==> config.mk <==
export PLATFORM = sky130hd
export DESIGN_NAME = sprite_motion_ctrl
export DESIGN_NICKNAME = d
export VERILOG_FILES = /design/src/rtl/sprite_motion_ctrl.sv
export SDC_FILE = /design/constraint.sdc
export NUM_CORES = 1
export LEC_CHECK = 0
export ABC_CLOCK_PERIOD_IN_PS = 8200
export BUFFER_PORTS_ARGS = -buffer_cell sky130_fd_sc_hd__buf_2
export CAP_MARGIN = 30
export CORE_UTILIZATION = 65
export CTS_CLUSTER_DIAMETER = 60
export CTS_CLUSTER_SIZE = 28
export DETAILED_ROUTE_END_ITERATION = 6
export PLACE_DENSITY = 0.83
export SYNTH_ARGS = -nofsm -noshare
export SYNTH_HDL_FRONTEND = slang
export SYNTH_SLANG_ARGS = --single-unit
==> constraint.sdc <==
create_clock -name CLOCK -period 8.2 [get_ports CLOCK]
set_input_delay 0.82 -clock CLOCK [delete_from_list [all_inputs] [get_ports CLOCK]]
set_output_delay 0.82 -clock CLOCK [all_outputs]
set_load 0.05 [all_outputs]
==> src/rtl/sprite_motion_ctrl.sv <==
// Sprite position controller for a small OLED display.
// Three modes: manual steering with the direction buttons, automatic bouncing,
// and pause. Positions only change on an update tick, which is derived from
// frame_begin divided down by FRAME_DIV, so the renderer never sees a
// mid-frame jump.
module sprite_motion_ctrl #(
   parameter int unsigned SCREEN_W  = 96,
   parameter int unsigned SCREEN_H  = 64,
   parameter int unsigned SPRITE_W  = 21,
   parameter int unsigned SPRITE_H  = 18,
   parameter int unsigned FRAME_DIV = 2,
   parameter int unsigned INIT_X    = 37,
   parameter int unsigned INIT_Y    = 23
) (
   input  logic       CLOCK,
   input  logic       RESET_N,
   input  logic       frame_begin,
   input  logic       btnL,
   input  logic       btnR,
   input  logic       btnU,
   input  logic       btnD,
   input  logic       btnC,
   output logic [6:0] leftX,
   output logic [5:0] topY,
   output logic [1:0] mode,
   output logic       moved
);

   localparam logic [6:0] XMAX     = 7'(SCREEN_W - SPRITE_W);
   localparam logic [5:0] YMAX     = 6'(SCREEN_H - SPRITE_H);
   localparam logic [3:0] DIV_LAST = 4'(FRAME_DIV - 1);
   localparam logic [6:0] X_RESET  = 7'(INIT_X);
   localparam logic [5:0] Y_RESET  = 6'(INIT_Y);

   typedef enum logic [1:0] {
      StManual = 2'b00,
      StAuto   = 2'b01,
      StPause  = 2'b10
   } state_e;

   state_e     state_q, state_d;
   logic       btnc_q;
   logic       btnc_rise;
   logic [3:0] fcnt_q, fcnt_d;
   logic       tick;
   logic [6:0] x_q, x_d;
   logic [5:0] y_q, y_d;
   logic       dx_q, dx_d;   // 1 = moving right
   logic       dy_q, dy_d;   // 1 = moving down
   logic       moved_q, moved_d;

   assign btnc_rise = btnC & ~btnc_q;
   assign tick      = frame_begin && (fcnt_q == DIV_LAST);

   // Mode state register.
   always_ff @(posedge CLOCK) begin
      if (!RESET_N) state_q <= StManual;
      else          state_q <= state_d;
   end

   // Mode sequencing: each btnC press advances one step.
   always_comb begin
      state_d = state_q;
      if (btnc_rise) begin
         case (state_q)
            StManual: state_d = StAuto;
            StAuto:   state_d = StPause;
            default:  state_d = StManual;
         endcase
      end
   end

   // Mode output decode.
   always_comb begin
      mode = state_q;
   end

   // Frame divider: counts frame_begin pulses, wraps after FRAME_DIV of them.
   always_comb begin
      fcnt_d = fcnt_q;
      if (frame_begin) begin
         fcnt_d = (fcnt_q == DIV_LAST) ? 4'd0 : fcnt_q + 4'd1;
      end
   end

   // Position / direction next state; uses the pre-transition mode on a tick.
   always_comb begin
      x_d  = x_q;
      y_d  = y_q;
      dx_d = dx_q;
      dy_d = dy_q;
      if (tick) begin
         case (state_q)
            StManual: begin
               if (btnR && !btnL && (x_q != XMAX))       x_d = x_q + 7'd1;
               else if (btnL && !btnR && (x_q != 7'd0))  x_d = x_q - 7'd1;
               if (btnD && !btnU && (y_q != YMAX))       y_d = y_q + 6'd1;
               else if (btnU && !btnD && (y_q != 6'd0))  y_d = y_q - 6'd1;
            end
            StAuto: begin
               if (dx_q) begin
                  if (x_q >= XMAX) begin
                     dx_d = 1'b0;
                     x_d  = XMAX - 7'd1;
                  end else begin
                     x_d  = x_q + 7'd1;
                  end
               end else begin
                  if (x_q == 7'd0) begin
                     dx_d = 1'b1;
                     x_d  = 7'd1;
                  end else begin
                     x_d  = x_q - 7'd1;
                  end
               end
               if (dy_q) begin
                  if (y_q >= YMAX) begin
                     dy_d = 1'b0;
                     y_d  = YMAX - 6'd1;
                  end else begin
                     y_d  = y_q + 6'd1;
                  end
               end else begin
                  if (y_q == 6'd0) begin
                     dy_d = 1'b1;
                     y_d  = 6'd1;
                  end else begin
                     y_d  = y_q - 6'd1;
                  end
               end
            end
            default: ;
         endcase
      end
      moved_d = (x_d != x_q) || (y_d != y_q);
   end

   // Datapath registers; reset wins over any coincident tick or btnC edge.
   always_ff @(posedge CLOCK) begin
      if (!RESET_N) begin
         btnc_q  <= 1'b0;
         fcnt_q  <= 4'd0;
         x_q     <= X_RESET;
         y_q     <= Y_RESET;
         dx_q    <= 1'b1;
         dy_q    <= 1'b1;
         moved_q <= 1'b0;
      end else begin
         btnc_q  <= btnC;
         fcnt_q  <= fcnt_d;
         x_q     <= x_d;
         y_q     <= y_d;
         dx_q    <= dx_d;
         dy_q    <= dy_d;
         moved_q <= moved_d;
      end
   end

   assign leftX = x_q;
   assign topY  = y_q;
   assign moved = moved_q;

endmodule

==> metrics, run 1 <==
Chip Height=between 60 and 70 µm; largest net degree at the start of global routing=18; Critical Path AT=between 3 and 4 ns; hold path start=fcnt_q[3]; cell row count=22; Hold Path Stages=2; fraction of registers with async set/reset=0; end of the worst hold path=fcnt_q[3]; 1st-iter DRT viols=500; measured slew at the worst slew-check pin=about 1 ns; kind of critical path=reg2reg; Port Buffers=23; Skew-Pair Late Insertion Delay=around 0.27 ns; post-CTS resize count=0; DR vias/cell=slightly above 7; Setup TNS Final=0 ns; worst reg-to-reg setup slack=5.03 ns; CP max stage delay=between 0.4 and 0.5 ns; Worst R2R Path Depth=10; setup ws final=5.03 ns; synth unique cells=66; min cycle time layout=between 3 and 4 ns; Post-Synthesis Cells=around 360; most frequent CP cell=nor4b_1; gr ovfl total=0; CTS sink count=23; routed vias=~3000; status=complete, no violations; RSZ-0062 raised after global routing=false; pwr/cell area=126 nW/µm²; top post-synthesis cells by area=dfxtp_1 (18%), o21ai_0 (6.6%), a21oi_1 (5.8%); CP Cell Sequence=inv_1 > ha_1 > nor3b_2 > and2_0 > nor4b_1 > nor3_1 > o21ai_0 > nor4b_1 > a2111oi_0 > a41oi_1; VDD IR max=0.0000858 V; Syn. warnings=0; post-cts hold buffer count=0; EDFF count, synth=0; Util after Layout=0.710; Die Span X=64.1 µm; total CTS buffers=3; Req. time, crit path=~8.3 ns; Slew Viols, Final=0; FF-to-FF Start=topY[0]; Mapped Avg Cell Area=6.99 µm²; Reg-to-Reg End=moved; fraction of layout cells with a size suffix above 1=0.117; Synth Register Bits=23; post-route cell area=between 2000 and 3000 µm²; First-pass DRT Iterations=5; Leak=about 1.0 nW; GP Congestion=around 1; total of max-cap violations=0; CP max stage cell=a2111oi_0; Area Growth Syn to Fin=4.60%; Post-DRT Antenna Nets=0; Setup WS pre-CTS=a little under 5 ns; Final nets=376; Post-CTS Setup Bufs=0; Slew HR=0.342; Critical Path Fanout Max=9; GRT Total Usage=0.379; final setup violation count=0; I/O pin total=24; synthesized net count=approximately 370; skew final=0.00345 ns; ANT cells=0; CTS tree=done; endpoints failing hold=0; commonest cells in the netlist=nor2_1 (33), o21ai_0 (33), a21oi_1 (29); routed len/inst=18.6 µm; Core ar.=3690 µm²; post-synth top area cell=dfxtp_1; Area after DPL=roughly 2600 µm²; vias in the first global route=about 2500; root buffer cell=clkbuf_8; Cell Area, Synth=2500 µm²; initial antenna violation count=0; sequential fraction of the synthesis area=0.184; final wirelength=between 7 and 8 mm; Clock Tree Buf Depth=2; Min-Delay Path Class=reg2reg; Critical Path Sink Type=flip-flop; first-pass GRT wire length=around 12 mm; Final period util=0.386; fillcell total=342; Starting Density=0.679; share of the synthesized area in the top cell type=0.184; Clock transition at path regs=around 0.090 ns; die area=~4100 µm²; Setup crit start kind=flip-flop; Final HPWL DP=5.49 mm; Most used DFF post-synth=dfxtp_1; FMAX=316 MHz; Post-route DRC=0; H-tree depth=1
## worst max-delay path by stage
stage	startpoint	end	cells past startpoint
final	topY[0]	moved	10
after detailed placement	frame_begin	moved	8
after global placement	frame_begin	moved	8
after floorplan	topY[0]	moved	10
after CTS	topY[0]	moved	10
after global routing	topY[0]	moved	10
## worst max-delay path: cells and delay by family, from the launching register on
kind	cells	cell delay [ns]
buffers and inverters	1	0.22
and+or+nand+nor	5	1.41
AOI/OAI and AO/OA	3	0.78
adders and majority gates	1	0.19
DFF	1	0.42
## power breakdown
group          internal, mW  total, mW  leakage [nW]  switching, mW
combinational        0.0408      0.121         0.803         0.0807
clock                0.0340     0.0719        0.0255         0.0379
sequential            0.118      0.136         0.188         0.0179
total                 0.193      0.329          1.02          0.136
## area by class of cell
cell class,instances,area (µm²),area share
clock buffer,3,41.3,0.0158
clock inverter,1,5.00,0.00191
inverter,13,48.8,0.0186
multi-input combinational,297,1890,0.721
sequential,23,460,0.176
tap,48,60.1,0.0229
timing repair buffer,23,115,0.0440
## state kept, by name (all words and copies together) (netlist names)
name,flops
dx_q,1
leftX,7
dy_q,1
btnc_q,1
mode,2
moved,1
topY,6
fcnt_q,4
## cells by family (layout without fill, tap and decap cells)
family	after synthesis	after routing	share of synthesized area
and+or+nand+nor	146	146	0.311
AOI/OAI and AO/OA	128	128	0.344
buffers and inverters	38	40	0.0620
DFF	23	23	0.184
xor gates and xnor gates	11	11	0.0385
adders and majority gates	7	7	0.0350
muxes	5	5	0.0250
## through the flow
stage | cells | total power, mW | hold slack (ns)
after detailed placement | 404 | 0.256 | 0.497
after global routing | 408 | 0.345 | 0.558
after CTS | 408 | 0.328 | 0.521
final | 408 | 0.329 | 0.519
after floorplan | 358 | 0.228 | 0.471
after global placement | 404 | 0.255 | 0.487
## routing by layer
| layer | GRT usage | part of all wire | wire, µm |
|---|---|---|---|
| met5 | 0 | 0 | 0 |
| met2 | 0.608 | 0.45 | 3410 |
| met1 | 0.498 | 0.42 | 3210 |
| met3 | 0.0393 | 0.088 | 671 |
| met4 | 0.202 | 0.040 | 307 |
## layout by cell type (no fill, tap or decap), types with 4 or more instances in the layout
cell type / count
a211oi_1: 9
a21oi_1: 29
a31oi_1: 5
buf_2: 23
dfxtp_1: 23
ha_1: 7
inv_1: 12
mux2i_1: 4
nand2_1: 28
nand2b_1: 8
nand3_1: 14
nand4_1: 4
nor2_1: 33
nor2b_1: 6
nor3_1: 16
nor4_1: 5
o21ai_0: 33
o22ai_1: 4
or4_1: 6
xnor2_1: 8
Note: power is estimated with default switching activity, not from simulation.
==> run 2, diff against run 1 <==
Settings changed: ABC_CLOCK_PERIOD_IN_PS 8200 to 2800, CORE_UTILIZATION 65 to 54, PLACE_DENSITY 0.83 to 0.74.
Clock period 8.2 ns to 2.8 ns, I/O delays scaled along.
==> metrics, run 2 (same netlist as run 1, synthesis figures left out) <==
Setup crit start kind=flip-flop (unchanged); fin cells=447 (was 408); Internal Power=0.598 mW (was 0.193 mW); endpoints failing hold=0 (unchanged); Area Growth Syn to Fin=16.9% (was 4.60%); Setup WS pre-CTS=0.140 ns (was 4.92 ns); FMAX=388 MHz (was 316 MHz); 1st-iter DRT viols=258 (was 500); Die Span X=70.1 µm (was 64.1 µm); Setup TNS Final=0 ns (unchanged); routed vias=3063 (was 2937); Seq pwr share=0.368 (was 0.413); Req. time, crit path=2.95 ns (was 8.33 ns); Final period util=0.921 (was 0.386); Slew HR=0.626 (was 0.342); gr ovfl total=0 (unchanged); final setup violation count=0 (unchanged); ANT cells=0 (unchanged); final wirelength=8.66 mm (was 7.60 mm); Clock transition at path regs=0.10 ns (was 0.09 ns); CP max stage cell=or4_1 (was a2111oi_0); CTS sink count=23 (unchanged); placed cell count=442 (was 404); Gate power share=0.413 (was 0.369); GRT Total Usage=0.357 (was 0.379); CTS tree=done (unchanged); Sequential cell area=464 µm² (was 460 µm²); First-pass DRT Iterations=5 (unchanged); Critical Path AT=2.73 ns (was 3.30 ns); Core ar.=4410 µm² (was 3690 µm²); Min-Delay Path Class=in2reg (was reg2reg); most frequent cells in the layout=buf_4 (35), nor2_1 (33), o21ai_0 (33), nand2_1 (28), a21oi_1 (27) (was nor2_1 (33), o21ai_0 (33), a21oi_1 (29), nand2_1 (28)); CP Cell Sequence=inv_1 > ha_1 > and4b_1 > a21oi_2 > buf_4 > a32oi_2 > o22ai_1 > or4_1 > a211oi_2 > a41oi_1 (was inv_1 > ha_1 > nor3b_2 > and2_0 > nor4b_1 > nor3_1 > o21ai_0 > nor4b_1 > a2111oi_0 > a41oi_1); Critical Path Sink Type=flip-flop (unchanged); Chip Height=70.1 µm (was 64.1 µm); Post-route DRC=0 (unchanged); Slew Viols, Final=0 (unchanged); vias in the first global route=2811 (was 2531); CP delay by family, top=compound AO/OA/AOI/OAI gates (was simple AND/OR/NAND/NOR gates); Clock Tree Buf Depth=2 (unchanged); skew final=0.0119 ns (was 0.00345 ns); Starting Density=0.567 (was 0.679); measured slew at the worst slew-check pin=0.556 ns (was 0.982 ns); max reg flops=7 (unchanged); Final nets=411 (was 376); first-pass GRT wire length=13.9 mm (was 12.2 mm); Port Buffers=23 (unchanged); pwr/cell area=350 nW/µm² (was 126 nW/µm²); die area=4910 µm² (was 4100 µm²); status=complete, no violations (unchanged); largest net degree at the start of global routing=16 (was 18); Switching Share=0.416 (was 0.414); DR vias/cell=6.85 (was 7.20); total of max-cap violations=0 (unchanged); Critical Path Fanout Max=9 (unchanged); CP max stage delay=0.42 ns (was 0.46 ns); Post-DRT Antenna Nets=0 (unchanged); Leak=1.19 nW (was 1.02 nW); GP Congestion=0.963 (was 0.996); post-cts hold buffer count=0 (unchanged); WP buf/inv=2 (was 1); fillcell total=398 (was 342); fraction of layout cells with a size suffix above 1=0.218 (was 0.117); H-tree depth=1 (unchanged); I/O pin total=24 (unchanged); total CTS buffers=3 (unchanged); setup ws final=0.220 ns (was 5.03 ns); root buffer cell=clkbuf_8 (unchanged); power share of the clock group=0.220 (was 0.218); switching pwr=0.426 mW (was 0.136 mW); routed len/inst=19.4 µm (was 18.6 µm); min cycle time layout=2.58 ns (was 3.17 ns); Final HPWL DP=6.51 mm (was 5.49 mm); initial antenna violation count=0 (unchanged); cell row count=24 (was 22); most common cell after layout, fill and taps aside=buf_4; VDD IR max=0.000259 V (was 0.0000858 V); Skew-Pair Late Insertion Delay=0.28 ns (was 0.27 ns); multi-input logic area=1930 µm² (was 1890 µm²); kind of critical path=reg2reg (unchanged)
## run 2: changes by cell type in the layout (fill, tap and decap cells not counted), sizes merged
cell  change
buf      +35
## run 2: final timing paths
kind	startpoint	end	slack (ns)	cells past startpoint
max	topY[0]	moved	0.22	10
min	btnC	btnc_q	0.22	2
max reg2reg	topY[0]	moved	0.22	10
min reg2reg	fcnt_q[3]	fcnt_q[3]	0.53	2
## run 2: final cells by class
cell class	count	share of cell area
Timing Repair Buffer	58	0.129
Clock inverter	1	0.00171
Clock buffer	3	0.0141
Sequential cell	23	0.159
Tap cell	52	0.0222
Multi-Input combinational cell	297	0.658
Inverter	13	0.0167
## run 2: stage by stage
step	total power, mW	utilization	hold slack, ns	area, µm²
4_1_cts	1.01	0.653	0.218	2880
5_1_grt	1.07	0.663	0.243	2930
2_1_floorplan	0.668	-	0.402	2510
6_report	1.02	0.663	0.218	2930
3_5_place_dp	0.790	0.643	0.499	2840
3_3_place_gp	0.787	0.643	0.492	2840
## run 2: power by group through the flow
stage               Sequential (mW)  Combinational [mW]  Clock (mW)
floorplan                     0.431               0.237           0
global placement              0.382               0.405           0
detailed placement            0.383               0.407           0
CTS                           0.375               0.409       0.229
global route                  0.381               0.457       0.237
finish                        0.377               0.423       0.225
## run 2: what timing repair did
item | 4_1_cts | 5_1_grt
setup endpoints to repair | 0 | 1
resized for setup | 0 | 9
setup buffers | 0 | 1
## run 2: per-layer routing
layer  GRT usage  vias to the layer above  share of wire  wire length (µm)
li1            -                     1436              -                 -
met1       0.450                     1400           0.41              3520
met2       0.583                      183           0.46              3990
met3      0.0592                       44          0.085               733
met4       0.184                        0          0.049               422
met5           0                        -              0                 0
==> run 3, diff against run 2 <==
Settings changed: CORE_UTILIZATION 54 to 36, PLACE_DENSITY 0.74 to 0.52.
==> metrics, run 3 (same netlist as run 1, synthesis figures left out) <==
CP max stage delay=0.43 ns (was 0.42 ns); first-pass GRT wire length=14.0 mm (was 13.9 mm); 1st-iter DRT viols=220 (was 258); Leak=1.18 nW (was 1.19 nW); total CTS buffers=3 (unchanged); GRT Total Usage=0.243 (was 0.357); Sequential cell area=464 µm² (unchanged); Min-Delay Path Class=in2reg (unchanged); Port Buffers=23 (unchanged); endpoints failing hold=0 (unchanged); Core ar.=6760 µm² (was 4410 µm²); Area after DPL=2860 µm² (was 2840 µm²); vias in the first global route=2742 (was 2811); final wirelength=8.76 mm (was 8.66 mm); VDD IR max=0.000182 V (was 0.000259 V); CP max stage cell=or4_1 (unchanged); Critical Path AT=2.83 ns (was 2.73 ns); Post-route DRC=0 (unchanged); total of max-cap violations=0 (unchanged); CTS tree=done (unchanged); I/O pin total=24 (unchanged); skew final=0.00990 ns (was 0.0119 ns); Die Span X=85.4 µm (was 70.1 µm); fin cells=473 (was 447); Setup crit start kind=flip-flop (unchanged); Chip Height=85.4 µm (was 70.1 µm); post-route cell area=2950 µm² (was 2930 µm²); CP Cell Sequence=inv_1 > ha_1 > nor3b_4 > nand2_2 > a32oi_4 > o22ai_1 > or4_1 > a211oi_2 > a41oi_1 (was inv_1 > ha_1 > and4b_1 > a21oi_2 > buf_4 > a32oi_2 > o22ai_1 > or4_1 > a211oi_2 > a41oi_1); Area Growth Syn to Fin=18.0% (was 16.9%); fraction of layout cells with a size suffix above 1=0.214 (was 0.218); measured slew at the worst slew-check pin=0.575 ns (was 0.556 ns); root buffer cell=clkbuf_8 (unchanged); initial antenna violation count=0 (unchanged); Post-DRT Antenna Nets=0 (unchanged); Critical Path Fanout Max=12 (was 9); GP Congestion=0.909 (was 0.963); ANT cells=0 (unchanged); Final nets=409 (was 411); WP buf/inv=1 (was 2); Clock transition at path regs=0.10 ns (about the same); routed len/inst=18.5 µm (was 19.4 µm); final setup violation count=0 (unchanged); Starting Density=0.371 (was 0.567); Clock Tree Buf Depth=2 (unchanged); max reg flops=7 (unchanged); Skew-Pair Late Insertion Delay=0.28 ns (about the same); Slew Viols, Final=0 (unchanged); Final HPWL DP=6.69 mm (was 6.51 mm); Post-CTS Setup Bufs=0 (unchanged); Hold WS=0.215 ns (was 0.218 ns); Req. time, crit path=2.95 ns (about the same); min cycle time layout=2.67 ns (was 2.58 ns); placed cell count=469 (was 442); routed vias=2911 (was 3063); Final Power=1.03 mW (was 1.02 mW); Setup TNS Final=0 ns (unchanged); most frequent cells in the layout=nor2_1 (33), o21ai_0 (33), buf_4 (33), nand2_1 (27), a21oi_1 (27) (was buf_4 (35), nor2_1 (33), o21ai_0 (33), nand2_1 (28), a21oi_1 (27)); FMAX=374 MHz (was 388 MHz); CTS sink count=23 (unchanged); gr ovfl total=0 (unchanged); fillcell total=737 (was 398); status=complete, no violations (unchanged); die area=7290 µm² (was 4910 µm²); H-tree depth=1 (unchanged); pwr/cell area=349 nW/µm² (was 350 nW/µm²); cell row count=30 (was 24); largest net degree at the start of global routing=16 (unchanged); First-pass DRT Iterations=5 (unchanged); kind of critical path=reg2reg (unchanged); CP delay by family, top=simple AND/OR/NAND/NOR gates (was compound AO/OA/AOI/OAI gates); Critical Path Sink Type=flip-flop (unchanged); multi-input logic area=1930 µm² (about the same); Slew HR=0.615 (was 0.626); DR vias/cell=6.15 (was 6.85); Final period util=0.954 (was 0.921)
-- run 3: worst reg2reg max path, delay by kind of cell, from the launching register on --
kind | cells | cell delay [ns]
AO/OA/AOI/OAI | 4 | 0.82
adder cells (fa/ha/maj) | 1 | 0.21
buffers and inverters | 1 | 0.17
flip-flops | 1 | 0.40
AND/OR/NAND/NOR | 3 | 0.95
-- run 3: worst paths after layout --
kind	to	slack, ns	from	cells after the start
worst min register to register	fcnt_q[3]	0.52	fcnt_q[3]	2
worst max-delay path	moved	0.13	topY[1]	9
worst min-delay path	btnc_q	0.22	btnC	2
worst max register to register	moved	0.13	topY[1]	9
-- run 3: timing repair --
| item | in CTS | in global routing |
|---|---|---|
| setup endpoints to repair | 1 | 1 |
| resized for setup | 1 | 9 |
| pin swaps | 0 | 1 |
| hold buffers | 0 | 0 |
-- run 3: stage by stage --
stage	setup slack (ns)	utilization
after floorplan	0.0690	-
after global placement	-0.0629	0.424
after detailed placement	-0.0402	0.424
after CTS	0.0266	0.432
after global routing	-0.00435	0.437
final	0.127	0.437
-- run 3: report_power, final --
| part | leakage [nW] | switching, mW | internal (mW) |
|---|---|---|---|
| logic | 0.967 | 0.276 | 0.153 |
| clock network | 0.0255 | 0.129 | 0.0998 |
| registers | 0.187 | 0.0260 | 0.347 |
-- run 3: cell type report --
cell class / count / share of cell area
multi-input combinational: 297 / 0.654
sequential: 23 / 0.157
timing repair buffer: 56 / 0.123
tap: 80 / 0.0339
inverter: 13 / 0.0165
clock buffer: 3 / 0.0140
clock inverter: 1 / 0.00169
-- run 3: metal layers --
layer | part of all wire | track usage | up-vias
met3 | 0.050 | 0.0263 | 27
met4 | 0.030 | 0.102 | 0
met1 | 0.46 | 0.326 | 1350
met2 | 0.46 | 0.395 | 108
li1 | - | - | 1426
met5 | 0 | 0 | -
